**src/rtl/div_sig_pipe_ctrl.sv**
```systemverilog
// Flow controller for the pipelined radix-4 significand divider: valid/ready in and out,
// per-stage valid bits, a latency-matched sideband tag and saturating activity counters.
module div_sig_pipe_ctrl #(
  parameter int PIPE_STAGES = 3,
  parameter int TAG_W       = 16,
  parameter int CNT_W       = 16
) (
  input  logic             clk,
  input  logic             reset,
  input  logic             in_valid,
  output logic             in_ready,
  input  logic [TAG_W-1:0] in_tag,
  output logic             div_enable,
  output logic             out_valid,
  input  logic             out_ready,
  output logic [TAG_W-1:0] out_tag,
  input  logic             flush,
  output logic [1:0]       inflight,
  output logic [CNT_W-1:0] stall_cnt,
  output logic [CNT_W-1:0] done_cnt
);

  localparam int L  = PIPE_STAGES;
  localparam int VW = (L > 0) ? L : 1;
  localparam logic [CNT_W-1:0] CNT_MAX = {CNT_W{1'b1}};

  logic [CNT_W-1:0] stall_cnt_r;
  logic [CNT_W-1:0] done_cnt_r;

  function automatic logic [1:0] popcount(input logic [VW-1:0] bits);
    logic [1:0] n;
    n = 2'd0;
    for (int i = 0; i < VW; i++) begin
      n = n + {1'b0, bits[i]};
    end
    return n;
  endfunction

  generate
    if (L == 0) begin : g_pass
      // Zero-register divider: handshake passes straight through, gated by flush and reset.
      always_comb begin
        div_enable = 1'b1;
        inflight   = 2'd0;
        in_ready   = out_ready & ~flush;
        out_valid  = in_valid & ~flush & ~reset;
        if (reset) begin
          out_tag = {TAG_W{1'b0}};
        end else begin
          out_tag = in_tag;
        end
      end
    end else begin : g_pipe
      logic [L-1:0]     v_r;
      logic [TAG_W-1:0] t_r [L];
      logic             advance_s;

      // Global stall: only a held result at the tail can freeze the pipe.
      always_comb begin
        advance_s  = ~v_r[L-1] | out_ready;
        div_enable = advance_s;
        in_ready   = advance_s & ~flush;
        out_valid  = v_r[L-1];
        out_tag    = t_r[L-1];
        inflight   = popcount(v_r);
      end

      // Valid/tag shift register; flush clears validity, tags are don't-care then.
      always_ff @(posedge clk or posedge reset) begin
        if (reset) begin
          v_r <= {L{1'b0}};
          for (int k = 0; k < L; k++) begin
            t_r[k] <= {TAG_W{1'b0}};
          end
        end else if (flush) begin
          v_r <= {L{1'b0}};
        end else if (advance_s) begin
          v_r[0] <= in_valid & in_ready;
          t_r[0] <= in_tag;
          for (int k = 1; k < L; k++) begin
            v_r[k] <= v_r[k-1];
            t_r[k] <= t_r[k-1];
          end
        end else begin
          v_r <= v_r;
        end
      end
    end
  endgenerate

  // Saturating stall and completion counters observed at the output handshake.
  always_ff @(posedge clk or posedge reset) begin
    if (reset) begin
      stall_cnt_r <= {CNT_W{1'b0}};
      done_cnt_r  <= {CNT_W{1'b0}};
    end else begin
      if (out_valid && !out_ready && (stall_cnt_r != CNT_MAX)) begin
        stall_cnt_r <= stall_cnt_r + CNT_W'(1'b1);
      end else begin
        stall_cnt_r <= stall_cnt_r;
      end
      if (out_valid && out_ready && (done_cnt_r != CNT_MAX)) begin
        done_cnt_r <= done_cnt_r + CNT_W'(1'b1);
      end else begin
        done_cnt_r <= done_cnt_r;
      end
    end
  end

  assign stall_cnt = stall_cnt_r;
  assign done_cnt  = done_cnt_r;

endmodule

```
**config.mk**
```make
export PLATFORM = sky130hd
export DESIGN_NAME = div_sig_pipe_ctrl
export DESIGN_NICKNAME = d
export VERILOG_FILES = /design/src/rtl/div_sig_pipe_ctrl.sv
export SDC_FILE = /design/constraint.sdc
export NUM_CORES = 1
export LEC_CHECK = 0
export ABC_AREA = 1
export BUFFER_PORTS_ARGS = -buffer_cell sky130_fd_sc_hd__buf_4
export CORE_ASPECT_RATIO = 0.8
export CORE_MARGIN = 2
export CORE_UTILIZATION = 60
export DETAILED_ROUTE_END_ITERATION = 10
export PLACE_DENSITY_LB_ADDON = 0.08
export SYNTH_ARGS = -nofsm -noshare
export SYNTH_HDL_FRONTEND = slang
export SYNTH_SLANG_ARGS = --single-unit
```
**constraint.sdc**
```tcl
create_clock -name clk -period 7.65 [get_ports clk]
set_clock_uncertainty 0.05 [all_clocks]
set_input_delay 0.765 -clock clk [delete_from_list [all_inputs] [get_ports clk]]
set_output_delay 0.765 -clock clk [all_outputs]
set_load 0.02 [all_outputs]
```
==> metrics.txt <==
worst hold margin=approximately 420 ps; Post-Synthesis Cells=approximately 530; floorplan row count=26; multi-input logic area=about 1700 µm²; hold-fix buffers at CTS=0; Hold Crit Class=register to register; Yosys top cell area share=0.513; status=completed; via/cell ratio=about 5.1; sequential share of power=0.489; Seq/Total Area, Yosys=0.513; Cell Area, Synth=4050 µm²; fill count=526; final core occ=0.736; Final Hold Vio Count=0; CTS resizes=0; Storage cell area=2080 µm²; first-pass GRT wire length=between 10000 and 15000 µm; RSZ-0062 raised after global routing=false; DR pass1 iterations=5; top cells by area, synth=dfrtp_1, nand2_1, buf_4, nor2_1, inv_1; Starting Density=0.628; Critical Path Sink Type=output port; P_leak=around 2.6 nW; drt initial violations=215; VDD IR max=0.000173 V; Setup TNS=0 ps; FF+latch count, synth=83; clock buffer count from CTS=9; Total Nets Final=608; hpwl dp=5630 µm; clk sink count=between 80 and 90; fin. max-slew vios=0; worst-skew pair later-pin latency=between 300 and 400 ps; Critical Path Fanout Max=50; Max Clk Rate=0.285 GHz; Remaining Overflow, GRT=0; largest net degree at the start of global routing=84; WS Path Type=input pin to output port; core area=~6400 µm²; cell accounting for the most synthesized area=dfrtp_1; Max-Slew Margin vs Limit=0.329; die extent in y=77.5 µm; Clock Power Share=0.339; postcts setup bufs=0; Internal=0.000777 W; htree depth=3; die area=7420 µm²; Critical Path RT=just under 7000 ps; layout cell share with drive strength beyond 1=0.167; Port Buf Inserts=73; Routed Antenna Nets=0; Crit path arrival time=2690 ps; area delta synth->final=17.1%; vias in the first global route=3184; worst hold start=g_pipe.t_r[19]$_DFFE_PP0P_; CTS tree=yes; post-synth cell types=24; Critical R2R Launch=g_pipe.v_r[2]$_DFFE_PP0P_; syn avg cell area=7.67 µm²; final WL=~8300 µm; gr usage total=0.237; Worst Tran Pin Value=1010 ps; initial antenna violation count=0; via count=3392; RePlAce Congestion=between 0.9 and 1; Antenna Cells=0; Final Setup Violations=0; Syn Nets=about 550; detailed-route DRC error count=0; Comb power frac=0.172; Switch Pwr=0.000307 W; clk root buf=clkbuf_8; period utilisation layout=0.458; startpoint type of the worst setup path=input pin; die span in x=~96 µm; Synth warnings=0; Max-Cap Viols=0; Longest Clk Path Bufs=2; DR WL/cell=12.4 µm; power per cell area=229 nW/µm²; sw frac=0.284; Final min period=3500 ps; crit path launch=out_ready; Ports=74; CTS clk-pin slew, worst paths=90 ps
flip-flops by register name, summed over array words and instances, names as in the netlist:
register    count
g_pipe.t_r     32
done_cnt       16
out_tag        16
stall_cnt      16
g_pipe.v_r      3
power by group through the flow:
| stage | Clock, W | Sequential [W] | Combinational [W] |
|---|---|---|---|
| floorplan | 0 | 0.000547 | 0.000118 |
| global placement | 0 | 0.000536 | 0.000183 |
| finish | 0.000368 | 0.000531 | 0.000186 |
| detailed placement | 0 | 0.000539 | 0.000189 |
| CTS | 0.000375 | 0.000531 | 0.000190 |
| global route | 0.000394 | 0.000538 | 0.000208 |
synth_stat cells:
cell type	count
nand4_1	5
nor2_1	35
nand2_2	1
xnor2_1	8
inv_2	1
buf_4	18
dfrtp_1	83
o21ai_1	1
buf_6	2
clkbuf_1	2
nor3_1	1
o22ai_1	1
nand3b_1	6
nor2_2	4
o21ai_0	3
nand3_1	19
fa_1	1
inv_1	29
o21ai_4	1
nand2_1	290
ha_1	2
nor2_4	1
buf_2	7
xor2_1	7
layout by cell type (no fill, tap or decap), drive strengths merged:
cell    instances
inv            29
nand3          19
nor2           40
nor3            1
xor2            7
nand4           5
nand2         291
ha              2
xnor2           8
clkinv          3
clkbuf          9
nand3b          6
o21ai           5
o22ai           1
dfrtp          83
fa              1
bufinv          3
buf            74
logic make-up after synthesis:
kind of cell	after synthesis	synth area share
XOR/XNOR	15	0.0325
AO/OA/AOI/OAI	6	0.0105
flip-flops	83	0.513
adder cells (fa/ha/maj)	3	0.0111
AND/OR/NAND/NOR	362	0.355
buffers and inverters	59	0.0773
final timing paths:
| check | slack, ps | cells after the start | end |
|---|---|---|---|
| worst max register to register | 5160 | 7 | g_pipe.v_r[0]$_DFFE_PP0P_ |
| worst min register to register | 420 | 2 | out_tag[3]$_DFFE_PP0P_ |
| max in group asynchronous | 6230 | 3 | out_tag[9]$_DFFE_PP0P_ |
| worst max-delay path | 4150 | 6 | in_ready |
| worst min-delay path | 420 | 2 | out_tag[3]$_DFFE_PP0P_ |
| min in group asynchronous | 660 | 3 | stall_cnt[1]$_DFFE_PP0P_ |
critical path, cell delays in order:
cell and delay (ps):
buf_4 120, nor2_4 150, inv_1 110, nand2_2 640, inv_2 550, buf_4 320
cell type report:
| type | instances | share of cell area |
|---|---|---|
| inverter | 30 | 0.0240 |
| timing repair buffer | 74 | 0.117 |
| sequential | 83 | 0.438 |
| clock inverter | 5 | 0.0219 |
| tap | 84 | 0.0222 |
| multi-input combinational | 386 | 0.350 |
| clock buffer | 9 | 0.0261 |
per-layer routing:
layer | GRT usage | vias to the layer above | part of all wire
li1 | - | 1696 | -
met2 | 0.378 | 109 | 0.49
met1 | 0.318 | 1573 | 0.44
met4 | 0.0929 | 0 | 0.018
met3 | 0.0466 | 14 | 0.057
met5 | 0 | - | 0
stage by stage:
| step | total power (W) | instances | cell area [µm²] | setup WS, ps |
|---|---|---|---|---|
| final | 0.00108 | 671 | 4740 | 4150 |
| after floorplan | 0.000666 | 528 | 4050 | 4700 |
| after detailed placement | 0.000728 | 657 | 4510 | 4130 |
| after CTS | 0.00109 | 671 | 4740 | 4110 |
| after global placement | 0.000719 | 657 | 4510 | 4130 |
| after global routing | 0.00114 | 671 | 4740 | 3950 |
(Power assumes the default switching activity.)
